===== config.mk =====
export PLATFORM = sky130hd
export DESIGN_NAME = d_card_flat
export DESIGN_NICKNAME = d
export VERILOG_FILES = /design/src/rtl/d_card_if.sv /design/src/rtl/d_card.sv /design/src/flat_wrapper.sv
export SDC_FILE = /design/constraint.sdc
export NUM_CORES = 1
export LEC_CHECK = 0
export CAP_MARGIN = 20
export CORE_AREA = 2 2 97 99
export CTS_BUF_LIST = sky130_fd_sc_hd__clkbuf_8
export DETAILED_ROUTE_END_ITERATION = 12
export DIE_AREA = 0 0 99 101
export PLACE_DENSITY_LB_ADDON = 0.05
export SYNTH_ARGS = -nofsm -noshare
export SYNTH_HDL_FRONTEND = slang
export SYNTH_SLANG_ARGS = --single-unit

===== constraint.sdc =====
create_clock -name iclk -period 2.85 [get_ports iclk]
set_input_delay 0.57 -clock iclk [delete_from_list [all_inputs] [get_ports iclk]]
set_output_delay 0.57 -clock iclk [all_outputs]
set_load 0.005 [all_outputs]

===== src/rtl/d_card_if.sv =====
// SD 4-bit DAT bus plus local nibble-buffer port, as seen by the card-side responder d_card.
interface d_card_if;
    logic       istart_tx;
    logic       istart_rx;
    logic [3:0] idata_sd;
    logic [3:0] odata_sd;
    logic [9:0] oaddr;
    logic [3:0] irdata;
    logic [3:0] owdata;
    logic       owrite_en;
    logic       ocrc_fail;
    logic       odone;

    modport master (
        output istart_tx, istart_rx, idata_sd, irdata,
        input  odata_sd, oaddr, owdata, owrite_en, ocrc_fail, odone
    );

    modport slave (
        input  istart_tx, istart_rx, idata_sd, irdata,
        output odata_sd, oaddr, owdata, owrite_en, ocrc_fail, odone
    );
endinterface


===== src/rtl/d_card.sv =====
// Card-side SD DAT responder: sends/receives one 512-byte block with per-line CRC16.
// Define D_CARD_BUSY_EN to hold DAT0 low for BUSY_CYCLES after the CRC status token.
module d_card #(
    parameter int NAC         = 2,
    parameter int BUSY_CYCLES = 8
) (
    input  logic     iclk,
    input  logic     irst,
    d_card_if.slave  bus
);
    // state      | meaning
    // IDLE       | waiting for istart_tx / istart_rx
    // TX_WAIT    | NAC idle cycles before the start bit
    // TX_START   | start bit on all lines, buffer prefetch
    // TX_DATA    | 1024 data nibbles
    // TX_CRC     | 16 CRC bits per line, MSB first
    // TX_END     | end bit
    // RX_WAIT    | waiting for the host start bit
    // RX_DATA    | 1024 nibbles written to the buffer
    // RX_CRC     | 16 CRC bits compared per line
    // RX_END     | end bit check
    // ST_GAP     | 2 idle cycles before the status token
    // ST_TOKEN   | CRC status token on DAT0
    // ST_BUSY    | DAT0 held low (D_CARD_BUSY_EN only)
    // DONE       | odone pulse
    localparam logic [3:0] S_IDLE     = 4'd0;
    localparam logic [3:0] S_TX_WAIT  = 4'd1;
    localparam logic [3:0] S_TX_START = 4'd2;
    localparam logic [3:0] S_TX_DATA  = 4'd3;
    localparam logic [3:0] S_TX_CRC   = 4'd4;
    localparam logic [3:0] S_TX_END   = 4'd5;
    localparam logic [3:0] S_RX_WAIT  = 4'd6;
    localparam logic [3:0] S_RX_DATA  = 4'd7;
    localparam logic [3:0] S_RX_CRC   = 4'd8;
    localparam logic [3:0] S_RX_END   = 4'd9;
    localparam logic [3:0] S_ST_GAP   = 4'd10;
    localparam logic [3:0] S_ST_TOKEN = 4'd11;
`ifdef D_CARD_BUSY_EN
    localparam logic [3:0] S_ST_BUSY  = 4'd12;
`endif
    localparam logic [3:0] S_DONE     = 4'd13;

    localparam int CNT_MAX = (BUSY_CYCLES > 1024) ? BUSY_CYCLES : 1024;
    localparam int CNT_W   = $clog2(CNT_MAX);
    typedef logic [CNT_W-1:0] cnt_t;

    function automatic logic [15:0] crc_step(input logic [15:0] c, input logic b);
        crc_step = {c[14:0], 1'b0} ^ ((c[15] ^ b) ? 16'h1021 : 16'h0000);
    endfunction

    logic [3:0]        state_q, state_d;
    cnt_t              cnt_q, cnt_d;
    logic [3:0]        odata_q, odata_d;
    logic [9:0]        addr_q, addr_d;
    logic [3:0]        wdata_q, wdata_d;
    logic              wen_q, wen_d;
    logic              fail_q, fail_d;
    logic              done_q, done_d;
    logic              err_q, err_d;
    logic [3:0][15:0]  crc_q, crc_d;
    logic [4:0]        tok;
    logic [2:0]        tok_idx;

    always_comb begin
        state_d = state_q;
        cnt_d   = cnt_q;
        odata_d = 4'hF;
        addr_d  = addr_q;
        wdata_d = wdata_q;
        wen_d   = 1'b0;
        fail_d  = fail_q;
        done_d  = 1'b0;
        err_d   = err_q;
        crc_d   = crc_q;
        // token bits 0, s2, s1, s0, 1 sent from bit 4 down
        tok     = fail_q ? 5'b01011 : 5'b00101;
        tok_idx = cnt_q[2:0] - 3'd1;
        case (state_q)
            S_IDLE: begin
                addr_d = '0;
                if (bus.istart_tx) begin
                    state_d = S_TX_WAIT;
                    cnt_d   = cnt_t'(NAC - 1);
                    fail_d  = 1'b0;
                    crc_d   = '0;
                end else if (bus.istart_rx) begin
                    state_d = S_RX_WAIT;
                    fail_d  = 1'b0;
                    err_d   = 1'b0;
                    crc_d   = '0;
                end
            end
            S_TX_WAIT: begin
                if (cnt_q == '0) begin
                    state_d = S_TX_START;
                    odata_d = 4'h0;
                    addr_d  = 10'd1;
                end else begin
                    cnt_d = cnt_q - cnt_t'(1);
                end
            end
            S_TX_START: begin
                // read data lags oaddr by a cycle and odata is registered, so fetch runs two nibbles ahead
                state_d = S_TX_DATA;
                cnt_d   = cnt_t'(1023);
                odata_d = bus.irdata;
                addr_d  = 10'd2;
            end
            S_TX_DATA: begin
                for (int i = 0; i < 4; i++) crc_d[i] = crc_step(crc_q[i], odata_q[i]);
                if (cnt_q == '0) begin
                    state_d = S_TX_CRC;
                    cnt_d   = cnt_t'(15);
                    addr_d  = '0;
                    for (int i = 0; i < 4; i++) odata_d[i] = crc_d[i][15];
                end else begin
                    cnt_d   = cnt_q - cnt_t'(1);
                    odata_d = bus.irdata;
                    if (addr_q != 10'd1023) addr_d = addr_q + 10'd1;
                end
            end
            S_TX_CRC: begin
                for (int i = 0; i < 4; i++) crc_d[i] = {crc_q[i][14:0], 1'b0};
                if (cnt_q == '0) begin
                    state_d = S_TX_END;
                end else begin
                    cnt_d = cnt_q - cnt_t'(1);
                    for (int i = 0; i < 4; i++) odata_d[i] = crc_q[i][14];
                end
            end
            S_TX_END: begin
                state_d = S_DONE;
                done_d  = 1'b1;
            end
            S_RX_WAIT: begin
                if (bus.idata_sd == 4'h0) begin
                    state_d = S_RX_DATA;
                    cnt_d   = cnt_t'(1023);
                end
            end
            S_RX_DATA: begin
                for (int i = 0; i < 4; i++) crc_d[i] = crc_step(crc_q[i], bus.idata_sd[i]);
                wen_d   = 1'b1;
                wdata_d = bus.idata_sd;
                addr_d  = (cnt_q == cnt_t'(1023)) ? 10'd0 : addr_q + 10'd1;
                if (cnt_q == '0) begin
                    state_d = S_RX_CRC;
                    cnt_d   = cnt_t'(15);
                end else begin
                    cnt_d = cnt_q - cnt_t'(1);
                end
            end
            S_RX_CRC: begin
                addr_d = '0;
                for (int i = 0; i < 4; i++) begin
                    if (bus.idata_sd[i] != crc_q[i][15]) err_d = 1'b1;
                    crc_d[i] = {crc_q[i][14:0], 1'b0};
                end
                if (cnt_q == '0) state_d = S_RX_END;
                else cnt_d = cnt_q - cnt_t'(1);
            end
            S_RX_END: begin
                fail_d  = err_q | (bus.idata_sd != 4'hF);
                state_d = S_ST_GAP;
                cnt_d   = cnt_t'(1);
            end
            S_ST_GAP: begin
                if (cnt_q == '0) begin
                    state_d = S_ST_TOKEN;
                    cnt_d   = cnt_t'(4);
                    odata_d = {3'b111, tok[4]};
                end else begin
                    cnt_d = cnt_q - cnt_t'(1);
                end
            end
            S_ST_TOKEN: begin
                if (cnt_q == '0) begin
`ifdef D_CARD_BUSY_EN
                    state_d = S_ST_BUSY;
                    cnt_d   = cnt_t'(BUSY_CYCLES - 1);
                    odata_d = 4'hE;
`else
                    state_d = S_DONE;
                    done_d  = 1'b1;
`endif
                end else begin
                    cnt_d   = cnt_q - cnt_t'(1);
                    odata_d = {3'b111, tok[tok_idx]};
                end
            end
`ifdef D_CARD_BUSY_EN
            S_ST_BUSY: begin
                if (cnt_q == '0) begin
                    state_d = S_DONE;
                    done_d  = 1'b1;
                end else begin
                    cnt_d   = cnt_q - cnt_t'(1);
                    odata_d = 4'hE;
                end
            end
`endif
            S_DONE:  state_d = S_IDLE;
            default: state_d = S_IDLE;
        endcase
    end

    always_ff @(posedge iclk) begin
        if (irst) begin
            state_q <= S_IDLE;
            cnt_q   <= '0;
            odata_q <= 4'hF;
            addr_q  <= '0;
            wdata_q <= '0;
            wen_q   <= 1'b0;
            fail_q  <= 1'b0;
            done_q  <= 1'b0;
            err_q   <= 1'b0;
            crc_q   <= '0;
        end else begin
            state_q <= state_d;
            cnt_q   <= cnt_d;
            odata_q <= odata_d;
            addr_q  <= addr_d;
            wdata_q <= wdata_d;
            wen_q   <= wen_d;
            fail_q  <= fail_d;
            done_q  <= done_d;
            err_q   <= err_d;
            crc_q   <= crc_d;
        end
    end

    assign bus.odata_sd  = odata_q;
    assign bus.oaddr     = addr_q;
    assign bus.owdata    = wdata_q;
    assign bus.owrite_en = wen_q;
    assign bus.ocrc_fail = fail_q;
    assign bus.odone     = done_q;
endmodule


===== src/flat_wrapper.sv =====
// flat-port wrapper written by rule: the top's interface ports become plain ports
module d_card_flat 
#(
    parameter int NAC         = 2,
    parameter int BUSY_CYCLES = 8
)
  (iclk, irst, bus_istart_tx, bus_istart_rx, bus_idata_sd, bus_irdata, bus_odata_sd, bus_oaddr, bus_owdata, bus_owrite_en, bus_ocrc_fail, bus_odone);
  d_card_if bus_i ();
  input  logic iclk;
  input  logic irst;
  input wire logic [$bits(bus_i.istart_tx)-1:0] bus_istart_tx;
  input wire logic [$bits(bus_i.istart_rx)-1:0] bus_istart_rx;
  input wire logic [$bits(bus_i.idata_sd)-1:0] bus_idata_sd;
  input wire logic [$bits(bus_i.irdata)-1:0] bus_irdata;
  output wire logic [$bits(bus_i.odata_sd)-1:0] bus_odata_sd;
  output wire logic [$bits(bus_i.oaddr)-1:0] bus_oaddr;
  output wire logic [$bits(bus_i.owdata)-1:0] bus_owdata;
  output wire logic [$bits(bus_i.owrite_en)-1:0] bus_owrite_en;
  output wire logic [$bits(bus_i.ocrc_fail)-1:0] bus_ocrc_fail;
  output wire logic [$bits(bus_i.odone)-1:0] bus_odone;
  assign bus_i.istart_tx = bus_istart_tx;
  assign bus_i.istart_rx = bus_istart_rx;
  assign bus_i.idata_sd = bus_idata_sd;
  assign bus_i.irdata = bus_irdata;
  assign bus_odata_sd = bus_i.odata_sd;
  assign bus_oaddr = bus_i.oaddr;
  assign bus_owdata = bus_i.owdata;
  assign bus_owrite_en = bus_i.owrite_en;
  assign bus_ocrc_fail = bus_i.ocrc_fail;
  assign bus_odone = bus_i.odone;
  d_card #(.NAC(NAC), .BUSY_CYCLES(BUSY_CYCLES)) u_core (.iclk(iclk), .irst(irst), .bus(bus_i));
endmodule

==> out/metrics.yaml <==
dr.max_layer_used: "met4"
min_period_over_period: 0.9341
crit_buf_inv: 1
syn_nets: 628
multi_input_area_mm2: 0.002597
grt_max_degree: 54
fin_worst_skew_ns: 0.01148
post-route-drc-count: 0
grt_use_total: 0.2518
met1_length_um: 5477
viasPerCell: 6.094
ant_nets: 0
nets: 654
maxCapViolCount: 0
finalCriticalPeriod_ns: 2.662
clk_pin_slew_worst_paths_ns: 0.09
synth_xor_area_frac: 0.03268
max_slew_margin: 0.4719
critical_path.max_fanout: 20
cts_resized: 0
path_class: "flop to flop"
synth_warnings: 0
cts_sinks: 100
worstMarginPinSlew_ns: 0.7798
overflow: 0
netlist.area_leader.share: 0.4150
reg2regPathDepth: 8
htree_levels: 3
ios: 33
dieWidth_um: 99
place_inst: 738
grt_pass1_wl_um: 20400
cts_setup_buffers: 0
globalplace.congestion: 0.9483
dp_hpwl_um: 8558
die_y_um: 101
cts_hold_buf: 0
postSynthCellCount: 612
peakVddDrop_uv: 627.6
numCtsBuffers: 9
dr.pass1.iters: 4
synth-simple-area-share: 0.2654
holdCritPathClass: "flop to flop"
layout.area.seq_mm2: 0.002002
cp.required_ns: 3.08
wl_per_cell_um: 16.62
start_util: 0.5373
dieArea_mm2: 0.009999
final_cells: 753
arrival_ns: 2.90
fp.coreArea_mm2: 0.008977
syn_area_per_cell_um2: 7.881
cp_top_family: "simple AND/OR/NAND/NOR gates"
worst-path-stages: 8
fmax_ghz: 0.3756
synth-compound-area-share: 0.2091
nFillCells: 804
synth_mux_area_frac: 0.01868
hold_path_depth: 2
ys_seq_area_frac: 0.4150
power_density_mw_per_mm2: 993.7
vias: 4589
cp_cell_sequence: "inv_1, ha_1, nor3b_4, and4b_2, o311a_1, o211ai_2, o211ai_1, o22ai_1"
clk_latency_ns: 0.36
netlist_top_cells_area: "dfxtp_1, a21oi_1, nand3_1"
leakagePower_uw: 0.001870
start_kind: "flop"
antenna_found_initial: 1
drive_gt1_frac: 0.08112
wl_met2_um: 6042
grt_pass1_vias: 4136
cpPeakStageDelay_ns: 0.58
end_kind: "flop"
finalSetupViolations: 0
met3WireLength_um: 681
synth_top_family_by_area: "simple AND/OR/NAND/NOR gates"
timing.final.max_slew_violations: 0
finalWirelength_um: 12520
cts_tree: "done"
mostFrequentLayoutCell: "dfxtp_1"
status: "finished clean"
synthArstFlopShare: 0
portBuffers: 32
hold_viol_final: 0
cts_buffer_depth: 2
synth_edf_count: 0
synth_cell_types: 61
cp_slowest_cell: "and4b_2"
area_growth_pct: 13.88
cts-root-buf: "clkbuf_8"
synth_ff_type: "dfxtp_1"
layout_common_cells: "dfxtp_1, a21oi_1, nand2_1, nand3_1, nor2_1"
row_count: 35
synth_seq_cells: 100
yosysTopAreaCell: "dfxtp_1"
drt_iter0_drc: 266
synth_adder_area_share: 0.01038
grt_setup_unrepaired: "no"
netlist_area_mm2: 0.004823
setup_tns_ns: 0
==> synth_stat cells (all sizes together) (4+ instances only) <==
| master | n |
|---|---|
| nand2b | 8 |
| nor3 | 16 |
| nor2 | 59 |
| ha | 4 |
| nand2 | 78 |
| nand3 | 69 |
| a21oi | 82 |
| inv | 11 |
| dfxtp | 100 |
| xnor2 | 17 |
| o32ai | 4 |
| a221oi | 9 |
| a31oi | 4 |
| a22oi | 7 |
| nor4 | 5 |
| o21ai | 21 |
| o211ai | 8 |
| buf | 14 |
| nand4 | 4 |
| nor2b | 4 |
| a211oi | 5 |
| clkbuf | 29 |
| mux2i | 9 |
==> through the flow <==
stage	power [uW]	worst slack, ns	cell area (um^2)	utilization	hold WS (ns)
floorplan	3760	0.6970	4823	-	0.4320
global placement	4537	0.2697	5303	0.5907	0.4357
detailed placement	4556	0.1638	5303	0.5907	0.4457
CTS	5450	0.2122	5490	0.6116	0.4505
global route	5841	0.01728	5490	0.6116	0.4750
finish	5458	0.1877	5493	0.6118	0.4572
==> state kept, by name, indices dropped and copies added, names as in the netlist <==
register and flops:
u_core.bus.odone 1, u_core.err_q 1, u_core.crc_q 64, u_core.state_q 4, u_core.bus.odata_sd 4, u_core.cnt_q 10, u_core.bus.owdata 4, u_core.bus.owrite_en 1
u_core.bus.ocrc_fail 1, u_core.bus.oaddr 10
==> cell families (layout without fill, tap and decap cells) <==
kind of cell | after synthesis | in the layout
other | 0 | 1
adders and majority gates | 4 | 4
and+or+nand+nor | 264 | 264
AOI/OAI and AO/OA | 163 | 163
xor gates and xnor gates | 18 | 18
muxes | 9 | 9
buffers and inverters | 54 | 83
DFF | 100 | 100
==> layout make-up <==
| type | count | share of cell area |
|---|---|---|
| multi-input combinational | 458 | 0.4729 |
| inverter | 11 | 0.007517 |
| clock inverter | 5 | 0.01162 |
| antenna | 1 | 0.0004556 |
| sequential | 100 | 0.3645 |
| clock buffer | 9 | 0.02255 |
| tap | 111 | 0.02528 |
| timing repair buffer | 58 | 0.09522 |
==> worst paths after layout <==
kind	start	end	slack (ns)
worst min register to register	u_core.crc_q[8]$_SDFFE_PP0P_	u_core.crc_q[9]$_SDFFE_PP0P_	0.46
worst min-delay path	u_core.crc_q[8]$_SDFFE_PP0P_	u_core.crc_q[9]$_SDFFE_PP0P_	0.46
worst max-delay path	u_core.cnt_q[0]$_SDFFE_PP0P_	u_core.cnt_q[8]$_SDFFE_PP0P_	0.19
worst max register to register	u_core.cnt_q[0]$_SDFFE_PP0P_	u_core.cnt_q[8]$_SDFFE_PP0P_	0.19
==> power breakdown <==
part           total [uW]  leakage, uW  switching [uW]  internal [uW]
sequential           1740     0.000809             188           1550
combinational        2830     0.000963            1860            973
clock                 889    0.0000970             485            404
==> worst reg2reg max path, stage by stage (launching register included) <==
cell and delay (ns):
dfxtp_1 0.37, inv_1 0.11, ha_1 0.27, nor3b_4 0.33, and4b_2 0.58, o311a_1 0.27, o211ai_2 0.15, o211ai_1 0.32
o22ai_1 0.13
==> metal layers <==
layer,up-vias,GRT usage
met5,-,0
met1,2175,0.3355
met2,147,0.4049
li1,2242,-
met3,25,0.04993
met4,0,0.09589
Note: power is estimated with default switching activity, not from simulation.
